## src/rtl/divider_s_pkg.sv

```systemverilog
// Shared ALU definitions for the sequential divider: default width, FSM encoding
// and the iteration-counter sizing rule.
package divider_s_pkg;

  localparam int DEFAULT_WIDTH = 32;

  typedef enum logic [1:0] {
    ST_IDLE = 2'd0,
    ST_RUN  = 2'd1,
    ST_FIX  = 2'd2
  } state_e;

  // The counter must hold WIDTH-1 with room to spare.
  function automatic int cnt_width(input int width);
    return $clog2(width) + 1;
  endfunction

  localparam int DEFAULT_CNT_W = cnt_width(DEFAULT_WIDTH);

endpackage

```

## src/rtl/divider_s_div_step.sv

```systemverilog
// One restoring shift-subtract iteration: shift {R,Q} left, subtract D from R
// when it fits, and record the outcome in the new quotient LSB.
module div_step
  import divider_s_pkg::*;
#(
  parameter int WIDTH = DEFAULT_WIDTH
) (
  input  logic [WIDTH-1:0] r_i,
  input  logic [WIDTH-1:0] q_i,
  input  logic [WIDTH-1:0] d_i,
  output logic [WIDTH-1:0] r_o,
  output logic [WIDTH-1:0] q_o
);

  logic [WIDTH:0]   r_sh;
  logic             fits;

  assign r_sh = {r_i, q_i[WIDTH-1]};
  assign fits = (r_sh >= {1'b0, d_i});

  // When D fits, the difference is below D, so the low WIDTH bits are exact.
  assign r_o = fits ? (r_sh[WIDTH-1:0] - d_i) : r_sh[WIDTH-1:0];
  assign q_o = {q_i[WIDTH-2:0], fits};

endmodule

```

## src/rtl/divider_s.sv

```systemverilog
// Sequential signed/unsigned divider: sign-magnitude capture, WIDTH restoring
// iterations, then a sign-fix cycle that loads the registered results.
module divider_s
  import divider_s_pkg::*;
#(
  parameter int WIDTH = DEFAULT_WIDTH
) (
  input  logic             clk,
  input  logic             rst,
  input  logic             START,
  input  logic             IS_SIGNED,
  input  logic [WIDTH-1:0] DIVIDEND,
  input  logic [WIDTH-1:0] DIVISOR,
  output logic [WIDTH-1:0] QUOTIENT,
  output logic [WIDTH-1:0] REMAINDER,
  output logic             BUSY,
  output logic             DONE,
  output logic             DIV_BY_ZERO
);

  localparam int CW = cnt_width(WIDTH);

  state_e           state_q, state_d;
  logic [CW-1:0]    cnt_q, cnt_d;
  logic [WIDTH-1:0] r_q, r_d;
  logic [WIDTH-1:0] q_q, q_d;
  logic [WIDTH-1:0] d_q, d_d;
  logic             q_neg_q, q_neg_d;
  logic             r_neg_q, r_neg_d;
  logic [WIDTH-1:0] quot_q, quot_d;
  logic [WIDTH-1:0] rem_q, rem_d;
  logic             done_q, done_d;
  logic             dbz_q, dbz_d;

  logic [WIDTH-1:0] r_step, q_step;
  logic             sd, sv, dbz;

  div_step #(.WIDTH(WIDTH)) u_step (
    .r_i (r_q),
    .q_i (q_q),
    .d_i (d_q),
    .r_o (r_step),
    .q_o (q_step)
  );

  assign sd  = IS_SIGNED & DIVIDEND[WIDTH-1];
  assign sv  = IS_SIGNED & DIVISOR[WIDTH-1];
  assign dbz = (d_q == '0);

  // NOTE: every next-state signal is given its hold value first so no path
  // through the case statement can leave one unassigned and infer a latch.
  always_comb begin
    state_d = state_q;
    cnt_d   = cnt_q;
    r_d     = r_q;
    q_d     = q_q;
    d_d     = d_q;
    q_neg_d = q_neg_q;
    r_neg_d = r_neg_q;
    quot_d  = quot_q;
    rem_d   = rem_q;
    dbz_d   = dbz_q;
    done_d  = 1'b0;

    unique case (state_q)
      ST_IDLE: begin
        if (START) begin
          state_d = ST_RUN;
          cnt_d   = '0;
          r_d     = '0;
          // Magnitudes stay unsigned, so negating -2^(WIDTH-1) is exact.
          q_d     = sd ? -DIVIDEND : DIVIDEND;
          d_d     = sv ? -DIVISOR  : DIVISOR;
          q_neg_d = sd ^ sv;
          r_neg_d = sd;
        end
      end

      ST_RUN: begin
        r_d = r_step;
        q_d = q_step;
        if (cnt_q == CW'(WIDTH - 1)) begin
          state_d = ST_FIX;
        end else begin
          cnt_d = cnt_q + 1'b1;
        end
      end

      ST_FIX: begin
        // A zero divisor leaves Q all ones and R = |DIVIDEND|; re-signing R
        // restores DIVIDEND, while Q is pinned to all ones in both modes.
        quot_d  = dbz ? '1 : (q_neg_q ? -q_q : q_q);
        rem_d   = r_neg_q ? -r_q : r_q;
        dbz_d   = dbz;
        done_d  = 1'b1;
        cnt_d   = '0;
        state_d = ST_IDLE;
      end

      default: state_d = ST_IDLE;
    endcase
  end

  // NOTE: state registers use non-blocking assignments so every flop samples
  // the values from before the edge, independent of statement order.
  always_ff @(posedge clk or posedge rst) begin
    if (rst) begin
      state_q <= ST_IDLE;
      cnt_q   <= '0;
      r_q     <= '0;
      q_q     <= '0;
      d_q     <= '0;
      q_neg_q <= 1'b0;
      r_neg_q <= 1'b0;
      quot_q  <= '0;
      rem_q   <= '0;
      done_q  <= 1'b0;
      dbz_q   <= 1'b0;
    end else begin
      state_q <= state_d;
      cnt_q   <= cnt_d;
      r_q     <= r_d;
      q_q     <= q_d;
      d_q     <= d_d;
      q_neg_q <= q_neg_d;
      r_neg_q <= r_neg_d;
      quot_q  <= quot_d;
      rem_q   <= rem_d;
      done_q  <= done_d;
      dbz_q   <= dbz_d;
    end
  end

  assign QUOTIENT    = quot_q;
  assign REMAINDER   = rem_q;
  assign DONE        = done_q;
  assign DIV_BY_ZERO = dbz_q;
  assign BUSY        = (state_q != ST_IDLE);

endmodule

```

## config.mk

```make
export PLATFORM = sky130hd
export DESIGN_NAME = divider_s
export DESIGN_NICKNAME = d
export VERILOG_FILES = /design/src/rtl/divider_s_pkg.sv /design/src/rtl/divider_s_div_step.sv /design/src/rtl/divider_s.sv
export SDC_FILE = /design/constraint.sdc
export NUM_CORES = 1
export LEC_CHECK = 0
export CAP_MARGIN = 30
export CORE_UTILIZATION = 70
export DETAILED_ROUTE_END_ITERATION = 10
export DONT_BUFFER_PORTS = 1
export GPL_ROUTABILITY_DRIVEN = 0
export PLACE_DENSITY = 0.86
export SYNTH_ARGS = -nofsm -noshare
export SYNTH_HDL_FRONTEND = slang
export SYNTH_SLANG_ARGS = --single-unit
```

## constraint.sdc

```tcl
create_clock -name clk -period 15.55 [get_ports clk]
set_clock_uncertainty 0.05 [all_clocks]
set_input_delay 0.7775 -clock clk [delete_from_list [all_inputs] [get_ports clk]]
set_output_delay 0.7775 -clock clk [all_outputs]
set_load 0.005 [all_outputs]
```

==> impl_metrics.env <==
export IMPL_clock_latency_ns=0.44
export IMPL_crit_top_cell="o21ai_0"
export IMPL_pre_cts_ws_ns=11.89
export IMPL_grt_max_degree=108
export IMPL_syn_area_per_cell_um2=8.435
export IMPL_grt_pass1_vias=8940
export IMPL_synthArstFlopShare_pct=100.0
export IMPL_postCtsSetupRepairBufs=0
export IMPL_slowest_stage="o21bai_2"
export IMPL_cts_root_buffer="clkbuf_16"
export IMPL_peakVddDrop_mv=0.1353
export IMPL_fin_ws_ns=11.76
export IMPL_internal_power_mw=1.531
export IMPL_holdWs_ns=0.3203
export IMPL_cap_violations=0
export IMPL_slew_headroom_pct=34.14
export IMPL_globalRoute_totalOverflow=0
export IMPL_cp_arrival_ns=4.05
export IMPL_syn_nets=1410
export IMPL_clkPwrFrac_pct=14.5
export IMPL_worstSetupEndpointType="flip-flop"
export IMPL_status="completed"
export IMPL_r2r_cells=11
export IMPL_synth_distinct_cells=67
export IMPL_routed_wirelength_um=27610
export IMPL_finalCritPeriodShare_pct=24.37
export IMPL_synth_cells=1304
export IMPL_synth_top_cell_by_area="dfrtp_1"
export IMPL_setup_viol=0
export IMPL_p_per_area_nw_per_um2=243.9
export IMPL_die_x_um=127.4
export IMPL_dp_cells=1463
export IMPL_yosysSeqAreaShare_pct=39.13
export IMPL_worst_pin_slew_ns=0.9878
export IMPL_via_count=9533
export IMPL_leakagePower_nw=5.065
export IMPL_drive_gt1_share_pct=5.837
export IMPL_grt_antenna_before_repair=0
export IMPL_drt_iter0_drc=1046
export IMPL_cts_tree="done"
export IMPL_cts_sinks=172
export IMPL_period_needed_ns=3.790
export IMPL_port_buffers=0
export IMPL_yosys_warnings=0
export IMPL_rows=45
export IMPL_fp_dieH_um=127.4
export IMPL_grt_use_met1_pct=50.15
export IMPL_synth_top_area_share_pct=39.13
export IMPL_num_io_pins=135
export IMPL_grt_busiest_layer="met2"
export IMPL_drc=0
export IMPL_switchingPower_mw=1.339
export IMPL_pwr_share_seq_pct=30.2
export IMPL_synth_flop_cell="dfrtp_1"
export IMPL_p_comb_share_pct=55.2
export IMPL_hpwl_um=19490
export IMPL_fmax_ghz=0.2639
export IMPL_final_antenna_net_count=0
export IMPL_syn_to_final_growth_pct=6.973
export IMPL_hp_class="in -> async"
export IMPL_avgRoutedWirePerCell_um=18.46
export IMPL_use_met2_pct=52.56
export IMPL_required_ns=15.81
export IMPL_path_class="reg -> reg"
export IMPL_start_util_pct=72.09
export IMPL_grt_use_total_pct=34.99
export IMPL_clk_pin_slew_ns=0.06
export IMPL_clk_path_buf_depth=2
export IMPL_via_per_inst=6.372
export IMPL_ys_ff_latch=172
export IMPL_dieArea_um2=16220
export IMPL_slowest_delay_ns=0.72
export IMPL_numCtsBuffers=17
export IMPL_path_cells="ha_1, and4_1, nand3_1, a211oi_1, o21ai_0, o21ba_2, o21bai_2, buf_4, o21ai_0, a31oi_1, nor2_1"
export IMPL_cts_hold_buf=0
export IMPL_antenna_cells=0
export IMPL_start_kind="flip-flop"
export IMPL_synth_edff_count=0
export IMPL_slew_violations=0
export IMPL_drt_first_pass_iters=6
export IMPL_setup_tns_ns=0
export IMPL_nets=1378
export IMPL_critPathMaxFanout=27
export IMPL_p_sw_share_pct=46.65
export IMPL_synth_area_leaders="dfrtp_1, o21ai_0, xor2_1"
export IMPL_h_tree_depth=4
export IMPL_final_hold_violation_count=0
export IMPL_cts_resized=0
export IMPL_met3_usage_pct=8.040
export IMPL_syn_cell_area_um2=11000
export IMPL_instances_no_fill=1496
export IMPL_grt_setup_unrepaired="false"
export IMPL_core_area_um2=15260
export IMPL_grt_pass1_wl_um=44640
cells in the final DEF (no fill, tap or decap), types with 26 or more instances in the layout:
| cell | instances |
|---|---|
| a21oi_1 | 100 |
| a22oi_1 | 26 |
| dfrtp_1 | 172 |
| ha_1 | 37 |
| inv_1 | 61 |
| nand2_1 | 163 |
| nor2_1 | 97 |
| o21ai_0 | 175 |
| o31ai_1 | 26 |
| xnor2_1 | 55 |
| xor2_1 | 88 |
synthesized netlist by cell type, drive strengths merged (2+ instances only):
cell type / count
nand3b: 2
or2: 3
nand2b: 12
o21ai: 178
nor2b: 6
and4: 2
nand4: 9
a32oi: 2
a22oi: 26
o21bai: 4
a221o: 3
mux2i: 11
nand2: 166
xor2: 88
nor2: 99
inv: 62
nor4b: 2
dfrtp: 172
o31ai: 27
or4: 9
nand4b: 2
o41ai: 11
or3: 24
nand3: 25
clkbuf: 60
o31a: 3
a31oi: 9
xnor2: 55
ha: 37
o21ba: 2
and3: 8
a221oi: 2
o21a: 3
nor3: 18
a22o: 7
a21o: 12
a21oi: 100
o211ai: 5
buf: 3
and2: 7
nor4: 16
flip-flops by register name, indices dropped and copies added (netlist names):
name         cells
state_q          2
DONE             1
r_q             32
d_q             32
r_neg_q          1
QUOTIENT        32
cnt_q            6
q_q             32
DIV_BY_ZERO      1
REMAINDER       32
q_neg_q          1
worst paths after layout:
check | to | slack (ns) | startpoint
worst max-delay path | r_q[9]$_DFFE_PP0P_ | 11.76 | r_q[6]$_DFFE_PP0P_
worst min-delay path | q_q[21]$_DFFE_PP0P_ | 0.32 | rst
worst max register to register | r_q[9]$_DFFE_PP0P_ | 11.76 | r_q[6]$_DFFE_PP0P_
worst min register to register | REMAINDER[7]$_DFFE_PP0P_ | 0.45 | REMAINDER[7]$_DFFE_PP0P_
max in group asynchronous | d_q[22]$_DFFE_PP0P_ | 13.95 | rst
min in group clk | d_q[31]$_DFFE_PP0P_ | 0.45 | DIVISOR[31]
per-stage QoR:
stage	util (%)	total power [mW]	cell area, µm²
3_3_place_gp	72.90	2.316	11120
6_report	77.11	2.870	11770
4_1_cts	77.02	2.823	11750
5_1_grt	77.11	3.081	11770
2_1_floorplan	-	2.018	11000
3_5_place_dp	73.26	2.386	11180
layout make-up:
cell class / count / area [µm²]
flip-flops and latches: 172 / 4304
repair buffers: 12 / 137.6
clock inverters: 8 / 81.33
well taps: 211 / 264.0
multi-input cells: 1006 / 6246
fillers: 1078 / 3492
clock buffers: 24 / 491.7
inverters: 63 / 241.5
power by group through the flow:
stage / sequential, mW / combinational [mW] / clock (mW)
2_1_floorplan: 0.782 / 1.24 / 0
3_3_place_gp: 0.858 / 1.46 / 0
3_5_place_dp: 0.870 / 1.52 / 0
4_1_cts: 0.864 / 1.54 / 0.418
5_1_grt: 0.892 / 1.75 / 0.436
6_report: 0.868 / 1.58 / 0.417
cell families (layout without fill, tap and decap cells):
group	Yosys count	in the layout	synth area share [%]
AO/OA/AOI/OAI	402	402	21.90
XOR/XNOR	143	143	11.39
adder cells (fa/ha/maj)	38	38	4.391
buffers and inverters	126	107	4.323
flip-flops	172	172	39.13
multiplexers	12	12	1.103
AND/OR/NAND/NOR	411	411	17.77
layer usage:
layer / vias to the layer above / part of all wire, %
met5: - / 0
met4: 0 / 1.9
met3: 63 / 8.6
met2: 487 / 45
met1: 4473 / 45
li1: 4510 / -
worst max-delay path, delay by kind of cell (launching register included):
| kind | cells | cell delay (ns) |
|---|---|---|
| buffers and inverters | 1 | 0.43 |
| DFF | 1 | 0.48 |
| and+or+nand+nor | 3 | 0.41 |
| AOI/OAI and AO/OA | 6 | 1.86 |
| adders and majority gates | 1 | 0.43 |
Note: power is estimated with default switching activity, not from simulation.
